==> config.mk <==
export PLATFORM = sky130hd
export DESIGN_NAME = ddr5_phy_crc_inserter_x4
export DESIGN_NICKNAME = d
export VERILOG_FILES = /design/src/rtl/ddr5_phy_pkg.sv /design/src/rtl/ddr5_phy_burst_fifo.sv /design/src/rtl/ddr5_phy_crc_inserter_x4.sv
export SDC_FILE = /design/constraint.sdc
export NUM_CORES = 1
export LEC_CHECK = 0
export BUFFER_PORTS_ARGS = -buffer_cell sky130_fd_sc_hd__buf_4
export CORE_MARGIN = 1.5
export CORE_UTILIZATION = 43
export CTS_CLUSTER_DIAMETER = 40
export CTS_CLUSTER_SIZE = 14
export DETAILED_ROUTE_END_ITERATION = 16
export HOLD_SLACK_MARGIN = 0.02
export PLACE_DENSITY_LB_ADDON = 0.05
export SETUP_SLACK_MARGIN = 0.2
export SYNTH_ARGS = -nofsm -noshare
export SYNTH_HDL_FRONTEND = slang
export SYNTH_HIERARCHICAL = 1
export SYNTH_SLANG_ARGS = --single-unit
==> constraint.sdc <==
create_clock -name clk_i -period 4.5 [get_ports clk_i]
set_input_delay 0.225 -clock clk_i [delete_from_list [all_inputs] [get_ports clk_i]]
set_output_delay 0.225 -clock clk_i [all_outputs]
set_load 0.01 [all_outputs]
==> src/rtl/ddr5_phy_pkg.sv <==
// Shared constants, serializer state and beat-select helper for the DDR5 PHY x4 CRC inserter.
// DDR5_PHY_CRC_INSERT_EN selects 18-beat bursts that carry the CRC nibbles after the data.
package ddr5_phy_pkg;

  localparam int DATA_BEATS      = 16;
  localparam int CRC_BEATS       = 2;
  localparam int BYTES_PER_BURST = 8;
  localparam int FIFO_DEPTH      = 2;

`ifdef DDR5_PHY_CRC_INSERT_EN
  localparam bit CRC_ON = 1'b1;
`else
  localparam bit CRC_ON = 1'b0;
`endif

  localparam int BURST_BEATS = DATA_BEATS + (CRC_ON ? CRC_BEATS : 0);
  localparam int BURST_W     = BURST_BEATS * 4;
  localparam int LAST_BEAT   = BURST_BEATS - 1;

  typedef enum logic {
    SER_IDLE = 1'b0,
    SER_SEND = 1'b1
  } ser_state_e;

  // Beat k of a burst word is the k-th nibble counting from bit 0.
  function automatic logic [3:0] beat_nibble(input logic [BURST_W-1:0] word,
                                             input logic [4:0]         beat);
    logic [BURST_W-1:0] shifted;
    shifted = word >> {beat, 2'b00};
    return shifted[3:0];
  endfunction

endpackage

==> src/rtl/ddr5_phy_burst_fifo.sv <==
// Two-entry burst buffer. Both the head and the entry behind it are visible so the
// serializer can chain a second burst straight after the first without an idle beat.
module ddr5_phy_burst_fifo
  import ddr5_phy_pkg::*;
#(
  parameter int WIDTH = 72
) (
  input  logic             clk_i,
  input  logic             rst_i,
  input  logic             push_i,
  input  logic             pop_i,
  input  logic [WIDTH-1:0] wr_data_i,
  output logic [WIDTH-1:0] head_o,
  output logic [WIDTH-1:0] next_o,
  output logic [1:0]       count_o,
  output logic             full_o,
  output logic             empty_o
);

  logic [WIDTH-1:0] mem_q [FIFO_DEPTH];
  logic [WIDTH-1:0] mem_d [FIFO_DEPTH];
  logic             wr_ptr_q, wr_ptr_d;
  logic             rd_ptr_q, rd_ptr_d;
  logic [1:0]       count_q, count_d;
  logic             do_push, do_pop;

  // A push into a full buffer is accepted only when the head leaves on the same edge.
  always_comb begin
    do_pop   = pop_i && (count_q != 2'd0);
    do_push  = push_i && ((count_q != 2'(FIFO_DEPTH)) || do_pop);
    wr_ptr_d = do_push ? ~wr_ptr_q : wr_ptr_q;
    rd_ptr_d = do_pop ? ~rd_ptr_q : rd_ptr_q;
    count_d  = count_q + {1'b0, do_push} - {1'b0, do_pop};
    mem_d    = mem_q;
    if (do_push) begin
      mem_d[wr_ptr_q] = wr_data_i;
    end
  end

  always_ff @(posedge clk_i or posedge rst_i) begin
    if (rst_i) begin
      wr_ptr_q <= 1'b0;
      rd_ptr_q <= 1'b0;
      count_q  <= 2'd0;
    end else begin
      wr_ptr_q <= wr_ptr_d;
      rd_ptr_q <= rd_ptr_d;
      count_q  <= count_d;
    end
  end

  always_ff @(posedge clk_i) begin
    mem_q <= mem_d;
  end

  assign head_o  = mem_q[rd_ptr_q];
  assign next_o  = mem_q[~rd_ptr_q];
  assign count_o = count_q;
  assign full_o  = (count_q == 2'(FIFO_DEPTH));
  assign empty_o = (count_q == 2'd0);

endmodule

==> src/rtl/ddr5_phy_crc_inserter_x4.sv <==
// DDR5 PHY x4 write-path CRC inserter: collects 8 bytes plus the generator CRC, buffers
// two bursts and serializes nibbles. Define DDR5_PHY_CRC_INSERT_EN for 18-beat bursts.
module ddr5_phy_crc_inserter_x4
  import ddr5_phy_pkg::*;
(
  input  logic       clk_i,
  input  logic       rst_i,
  input  logic       wr_byte_en_i,
  input  logic [7:0] wr_byte_i,
  input  logic [7:0] crc_code_i,
  input  logic       tx_ready_i,
  output logic [3:0] dq_o,
  output logic       dq_valid_o,
  output logic       burst_last_o,
  output logic       fifo_full_o,
  output logic       ovf_o
);

  logic [3:0]                   cnt_q, cnt_d;
  logic [7:0]                   bytes_q [BYTES_PER_BURST];
  logic [7:0]                   bytes_d [BYTES_PER_BURST];
  logic [BYTES_PER_BURST*8-1:0] data_vec;
  logic [BURST_W-1:0]           commit_word, fifo_head, fifo_next;
  logic [1:0]                   fifo_count;
  logic                         fifo_full, fifo_empty;
  logic                         commit, push, pop;
  ser_state_e                   state_q, state_d;
  logic [4:0]                   beat_q, beat_d;
  logic [3:0]                   dq_q, dq_d;
  logic                         dq_valid_q, dq_valid_d;
  logic                         last_q, last_d;
  logic                         ovf_q, ovf_d;

  generate
    for (genvar gi = 0; gi < BYTES_PER_BURST; gi++) begin : g_pack
      assign data_vec[gi*8 +: 8] = bytes_q[gi];
    end
  endgenerate

`ifdef DDR5_PHY_CRC_INSERT_EN
  // The CRC is valid only in the count-8 cycle, so it goes straight into the burst word.
  assign commit_word = {crc_code_i, data_vec};
`else
  logic unused_crc;
  assign unused_crc  = ^crc_code_i;
  assign commit_word = data_vec;
`endif

  always_comb begin
    commit  = wr_byte_en_i && (cnt_q == 4'd8);
    cnt_d   = cnt_q;
    bytes_d = bytes_q;
    if (wr_byte_en_i) begin
      cnt_d = commit ? 4'd0 : cnt_q + 4'd1;
      if (!commit) begin
        bytes_d[cnt_q[2:0]] = wr_byte_i;
      end
    end
  end

  always_comb begin
    state_d    = state_q;
    beat_d     = beat_q;
    dq_d       = 4'h0;
    dq_valid_d = 1'b0;
    last_d     = 1'b0;
    pop        = 1'b0;
    case (state_q)
      SER_IDLE: begin
        if (!fifo_empty && tx_ready_i) begin
          state_d    = SER_SEND;
          beat_d     = 5'd0;
          dq_d       = beat_nibble(fifo_head, 5'd0);
          dq_valid_d = 1'b1;
        end
      end
      SER_SEND: begin
        if (beat_q == 5'(LAST_BEAT)) begin
          pop    = 1'b1;
          beat_d = 5'd0;
          // Chain only when a second entry is already buffered behind the departing one.
          if ((fifo_count == 2'd2) && tx_ready_i) begin
            dq_d       = beat_nibble(fifo_next, 5'd0);
            dq_valid_d = 1'b1;
          end else begin
            state_d = SER_IDLE;
          end
        end else begin
          beat_d     = beat_q + 5'd1;
          dq_d       = beat_nibble(fifo_head, beat_q + 5'd1);
          dq_valid_d = 1'b1;
          last_d     = ((beat_q + 5'd1) == 5'(LAST_BEAT));
        end
      end
      default: state_d = SER_IDLE;
    endcase
    push  = commit && (!fifo_full || pop);
    ovf_d = ovf_q || (commit && !push);
  end

  always_ff @(posedge clk_i or posedge rst_i) begin
    if (rst_i) begin
      cnt_q <= 4'd0;
    end else begin
      cnt_q <= cnt_d;
    end
  end

  always_ff @(posedge clk_i) begin
    bytes_q <= bytes_d;
  end

  always_ff @(posedge clk_i or posedge rst_i) begin
    if (rst_i) begin
      state_q    <= SER_IDLE;
      beat_q     <= 5'd0;
      dq_q       <= 4'h0;
      dq_valid_q <= 1'b0;
      last_q     <= 1'b0;
      ovf_q      <= 1'b0;
    end else begin
      state_q    <= state_d;
      beat_q     <= beat_d;
      dq_q       <= dq_d;
      dq_valid_q <= dq_valid_d;
      last_q     <= last_d;
      ovf_q      <= ovf_d;
    end
  end

  ddr5_phy_burst_fifo #(
    .WIDTH(BURST_W)
  ) u_fifo (
    .clk_i    (clk_i),
    .rst_i    (rst_i),
    .push_i   (push),
    .pop_i    (pop),
    .wr_data_i(commit_word),
    .head_o   (fifo_head),
    .next_o   (fifo_next),
    .count_o  (fifo_count),
    .full_o   (fifo_full),
    .empty_o  (fifo_empty)
  );

  assign dq_o         = dq_q;
  assign dq_valid_o   = dq_valid_q;
  assign burst_last_o = last_q;
  assign fifo_full_o  = fifo_full;
  assign ovf_o        = ovf_q;

endmodule
* Word-level counts from Yosys, hierarchy flattened *
Cells that the tools add are included.

word-level totals
  register bits = 212
  bits in latches = 0
  memory bits (writable) = 0
  bits in read-only memories = 0
  input bits = 20
  output and inout bits = 8
  word-level logic and storage cells = 90
  memories = 0

cells by class
  $add $sub $neg = 4
  $mul = 0
  divide/modulo/power cells = 0
  order comparisons = 6
  equal/unequal tests = 6
  shifts and indexed selects = 1
  multiplexer cells = 28
  bitwise operators = 8
  reduce and logical (&&, ||, !) cells = 18

operators by type and width
  cell                                                 count
  two-way mux 64 bit                                   4
  bitwise mux 128 bit                                  1
  bitwise mux 64 bit                                   1
  demux 64 bit (select 1 bit)                          1
  >> shifter 64 x 7 -> 4 bit                           1
  two-way mux 4 bit                                    7
  demux 8 bit (select 3 bit)                           1
  equality test 5 x 4 -> 1 bit, second input constant  2
  two-way mux 5 bit                                    2
  one-hot mux 5 bit (2 select lines)                   1
  logical AND 1 bit                                    9
  two-way mux 8 bit                                    1
  one-hot mux 4 bit (2 select lines)                   1
  two-way mux 1 bit                                    7
  >= comparator 2 bit, second input constant           3
  NOT 1 -> 2 bit                                       3
  adder 5 x 1 -> 5 bit, second input constant          1
  adder 4 x 1 -> 4 bit, second input constant          1
  equality test 4 bit, second input constant           1
  >= comparator 4 bit, second input constant           1
  < comparator 4 x 1 -> 1 bit, second input constant   1
  inequality test 2 bit, second input constant         2
  NOT 1 bit                                            4
  NOT 3 -> 4 bit                                       1
  10 further kinds                                     14

* Longest topological paths before layout *
  depth in word-level cells = 8
  depth in mapped cells = 13
  gate-level depth less buffers = 13

* By module *
Netlist, hierarchy kept.

by module, submodules not included
  module                    instances  cells each  area an instance (µm²)  sequential area each (µm²)
  ddr5_phy_burst_fifo       1          292         5675.4                  3943.8
  ddr5_phy_crc_inserter_x4  1          192         3300.7                  2322.2

* Worst setup path after synthesis *
Ideal clock, no wire load.

  path kind = flip-flop to flip-flop
  start = register cnt_q[1]
  end = register u_fifo/mem_q[100] in the netlist's numbering, enable pin
  setup time = 0.486 ns
  data arrival time = 4.172 ns
  data required time = 4.014 ns
  slack = -0.158 ns
  stages on the path, launching flop included = 8
  buffers on the path = 0
  period minus slack after synthesis = 4.658 ns
  cells stage by stage = dfrtp_1 -> inv_1 -> ha_1 -> nand2_1 -> nor3b_1 -> a21boi_0 -> nand2b_1 -> nor2_1

on the way
  cells in the longest elaborated chain, start to end = 4

RTL lines
  what                    line                             RTL
  from (decl)             ddr5_phy_crc_inserter_x4.sv:19   logic [3:0] cnt_q, cnt_d;
  from (signal assigned)  ddr5_phy_crc_inserter_x4.sv:105  cnt_q <= cnt_d;
  equality test 4 bit     ddr5_phy_crc_inserter_x4.sv:50   commit = wr_byte_en_i && (cnt_q == 4'd8);
  logical AND 1 bit       ddr5_phy_crc_inserter_x4.sv:50
  logical AND 1 bit       ddr5_phy_crc_inserter_x4.sv:97   push = commit && (!fifo_full || pop);
  via push                ddr5_phy_crc_inserter_x4.sv:26   logic commit, push, pop;
  logical AND 1 bit       ddr5_phy_burst_fifo.sv:30        do_push = push_i && ((count_q != 2'(FIFO_DEPTH)) || do_pop);
  to (signal assigned)    ddr5_phy_burst_fifo.sv:53        mem_q <= mem_d;
  to (decl)               ddr5_phy_burst_fifo.sv:20        logic [WIDTH-1:0] mem_q [FIFO_DEPTH];

The timed path passes the listed nets, and every way through them passes these cells.
A chain may end at the register's enable or synchronous reset.

* Worst setup path in the final report *
  start = register beat_q[0]
  end = register u_fifo/mem_q[122] in the netlist's numbering, enable pin

on the way
  cells in the longest elaborated chain, start to end = 6
  elaborated cells on any way between the ends = 8
  classes of those cells = 1 x eq/ne; 2 x mux; 5 x reduce/logical

RTL lines
  what                          line                             RTL
  from (decl)                   ddr5_phy_crc_inserter_x4.sv:28   logic [4:0] beat_q, beat_d;
  from (signal assigned)        ddr5_phy_crc_inserter_x4.sv:123  beat_q <= beat_d;
  equality test 5 x 4 -> 1 bit  ddr5_phy_crc_inserter_x4.sv:78   if (beat_q == 5'(LAST_BEAT)) begin
  two-way mux 1 bit             ddr5_phy_crc_inserter_x4.sv:78
  two-way mux 1 bit             ddr5_phy_crc_inserter_x4.sv:68   case (state_q)
  logical OR 1 bit              ddr5_phy_crc_inserter_x4.sv:97
  logical AND 1 bit             ddr5_phy_crc_inserter_x4.sv:97
  via push                      ddr5_phy_crc_inserter_x4.sv:26
  logical AND 1 bit             ddr5_phy_burst_fifo.sv:30

The timed path passes the listed nets, and every way through them passes these cells.

==> impl_results.md <==
* Status: finished, final reports clean
* Hold depth at 3
* Vias at 3,856
* P_leak at 3.46 nW
* Detailed Route Iter0 Violations at 287
* Detailed-route DRC error count at 0
* CTS tree: built
* HPWL after detailed placement at 8.97 mm
* Chip width at approximately 140 um
* Final ANT Viol Nets at 0
* PnR worst setup slack at 1250 ps
* WL/cell at 20.4 um
* Cell area after synthesis at about 0.0083 mm2
* Highest Clock Rate at about 300 MHz
* Max-slew violations at 0
* Layout cell share with drive strength beyond 1 at 0.340
* Min-Delay Path Class: in2reg
* Final Hold Vio Count at 0
* Area Overhead vs Synth at 20.4%
* Post-Syn Instances at between 400 and 500
* CP arrival at 3410 ps
* 1st-pass router iterations at 5
* Net Sw Frac at 0.280
* Initial antenna violation count at 0
* Syn nets at about 450
* Switch Pwr at 1.90 mW
* CP Capture Type: flip-flop
* Root Buffer: clkbuf_16
* Largest net degree at the start of global routing at 51
* Clock power share at 0.398
* # diodes at 0
* Clock sink total at 212
* Num CTS Buffers at 34
* IO Pins at 28
* IO Port Bufs at 19
* Row count at 50
* Vias in the first global route at 4,147
* Overall Global Routing Usage at 0.166
* Reg clk slew, reported paths at 50 ps
* Worst skew pair latency at 500 ps
* Final setup vio count at 0
* Die ar. at 0.0201 mm2
* First-pass GRT wire length at 24.2 mm
* Reg2reg path depth at 9
* Period utilization at 0.722
* Max Cap Viol at 0
* Int Pwr at approximately 4.9 mW
* Syn. warnings at 6
* H-tree depth at 2
* RePlAce Congestion at 0.705
* Routed WL at about 16 mm
* Layout Nets at between 500 and 600
* Peak supply drop at 0.000371 V
* Fillers at ~1,500
* Die Y at 142 um
* Power share of the combinational group at 0.222
* Syn Area/Cell at 19.6 um2
* Pwr per Cell Area at 679 mW/mm2
* Clk_skew at about 15 ps
* Post-Place Setup Slack at 1200 ps
* Minimum clock period at approximately 3200 ps
* WP data required at 4660 ps
* CTS Buffer Depth at 3
* Least-Margin Pin Slew at 1040 ps
* Slew Limit Headroom at 0.302
* Crit Path Class: reg2reg
* Setup TNS at 0 ps
* Grt total ovfl at 0
* Detail-routed via count per cell at between 5 and 6
* RSZ-0062 raised after global routing: false
* Crit-path max FO at 50
* Startpoint types: flip-flop
* Sequential power share at 0.380
* Core footprint at 0.0188 mm2
* Post-CTS resize count at 0
* Starting Density at 0.441
flip-flops by register name, summed over array words and instances (netlist names):
register	cells
u_fifo/mem_q	128
bytes_q	64
beat_q	5
cnt_q	4
dq_o	4
u_fifo/count_o	2
burst_last_o	1
dq_valid_o	1
ovf_o	1
u_fifo/rd_ptr_q	1
u_fifo/wr_ptr_q	1
stage by stage:
step | util | area, um2 | instances | power, mW | hold WS, ps
after floorplan | - | 8300 | 424 | 3.73 | -8.92
after global placement | 0.461 | 8690 | 692 | 4.13 | 134
after detailed placement | 0.461 | 8690 | 692 | 4.14 | 138
after CTS | 0.531 | 9990 | 763 | 6.87 | 34.2
after global routing | 0.531 | 9990 | 763 | 7.08 | 84.2
final | 0.531 | 9990 | 763 | 6.78 | 55.8
final cells by class:
cell class | count | area, um2 | share of cell area
clock buffers | 37 | 926 | 0.0927
clock inverters | 24 | 277 | 0.0277
inverters | 9 | 33.8 | 0.00338
multi-input cells | 183 | 1830 | 0.183
flip-flops and latches | 212 | 6270 | 0.627
well taps | 260 | 325 | 0.0326
repair buffers | 38 | 335 | 0.0336
final timing paths:
kind	start	end	slack, ps
hold reg to reg	bytes_q[10]$_DFFE_PP_	u_fifo/mem_q[50]$_DFFE_PP_	440
max in group asynchronous	rst_i	beat_q[3]$_DFFE_PP0P_	3620
setup / recovery	beat_q[0]$_DFFE_PP0P_	u_fifo/mem_q[122]$_DFFE_PP_	1250
min in group asynchronous	rst_i	u_fifo/wr_ptr_q$_DFFE_PP0P_	190
setup reg to reg	beat_q[0]$_DFFE_PP0P_	u_fifo/mem_q[122]$_DFFE_PP_	1250
hold / removal	tx_ready_i	dq_valid_o$_DFF_PP0_	60
cell usage in the layout (no fill, tap or decap), types with 10 or more instances in the layout:
cell,n
dlygate4sd3_1,10
clkbuf_16,37
nand2_1,14
buf_4,26
dfrtp_1,19
edfxtp_1,192
mux2_2,72
nor2_1,16
worst max-delay path: stages (launching register included):
cell and delay [ps]:
dfrtp_1 610, ha_1 340, nand3_1 130, inv_1 80, ha_1 180, nand2_1 110, a21boi_0 420, nand2b_1 180
nor2_4 470, buf_12 350
per-layer routing:
layer / up-vias / routed length, um / share of wire / global-route usage
met3: 32 / 567 / 0.036 / 0.0340
met5: - / 0 / 0 / 0
met1: 1969 / 6910 / 0.44 / 0.215
met2: 73 / 7690 / 0.49 / 0.275
met4: 0 / 408 / 0.026 / 0.0646
li1: 1782 / - / - / -
power groups by stage:
stage	Sequential, mW	Clock, mW	Combinational, mW
finish	2.57	2.70	1.50
global route	2.61	2.83	1.64
global placement	2.61	0	1.52
floorplan	2.50	0	1.23
detailed placement	2.62	0	1.52
CTS	2.58	2.76	1.53
timing repair:
item / 4_1_cts / 5_1_grt
buffers inserted: 0 / 0
hold endpoints to repair: 84 / 0
hold buffers: 10 / 0
setup endpoints to repair: 0 / 0
Note: power is estimated with default switching activity, not from simulation.
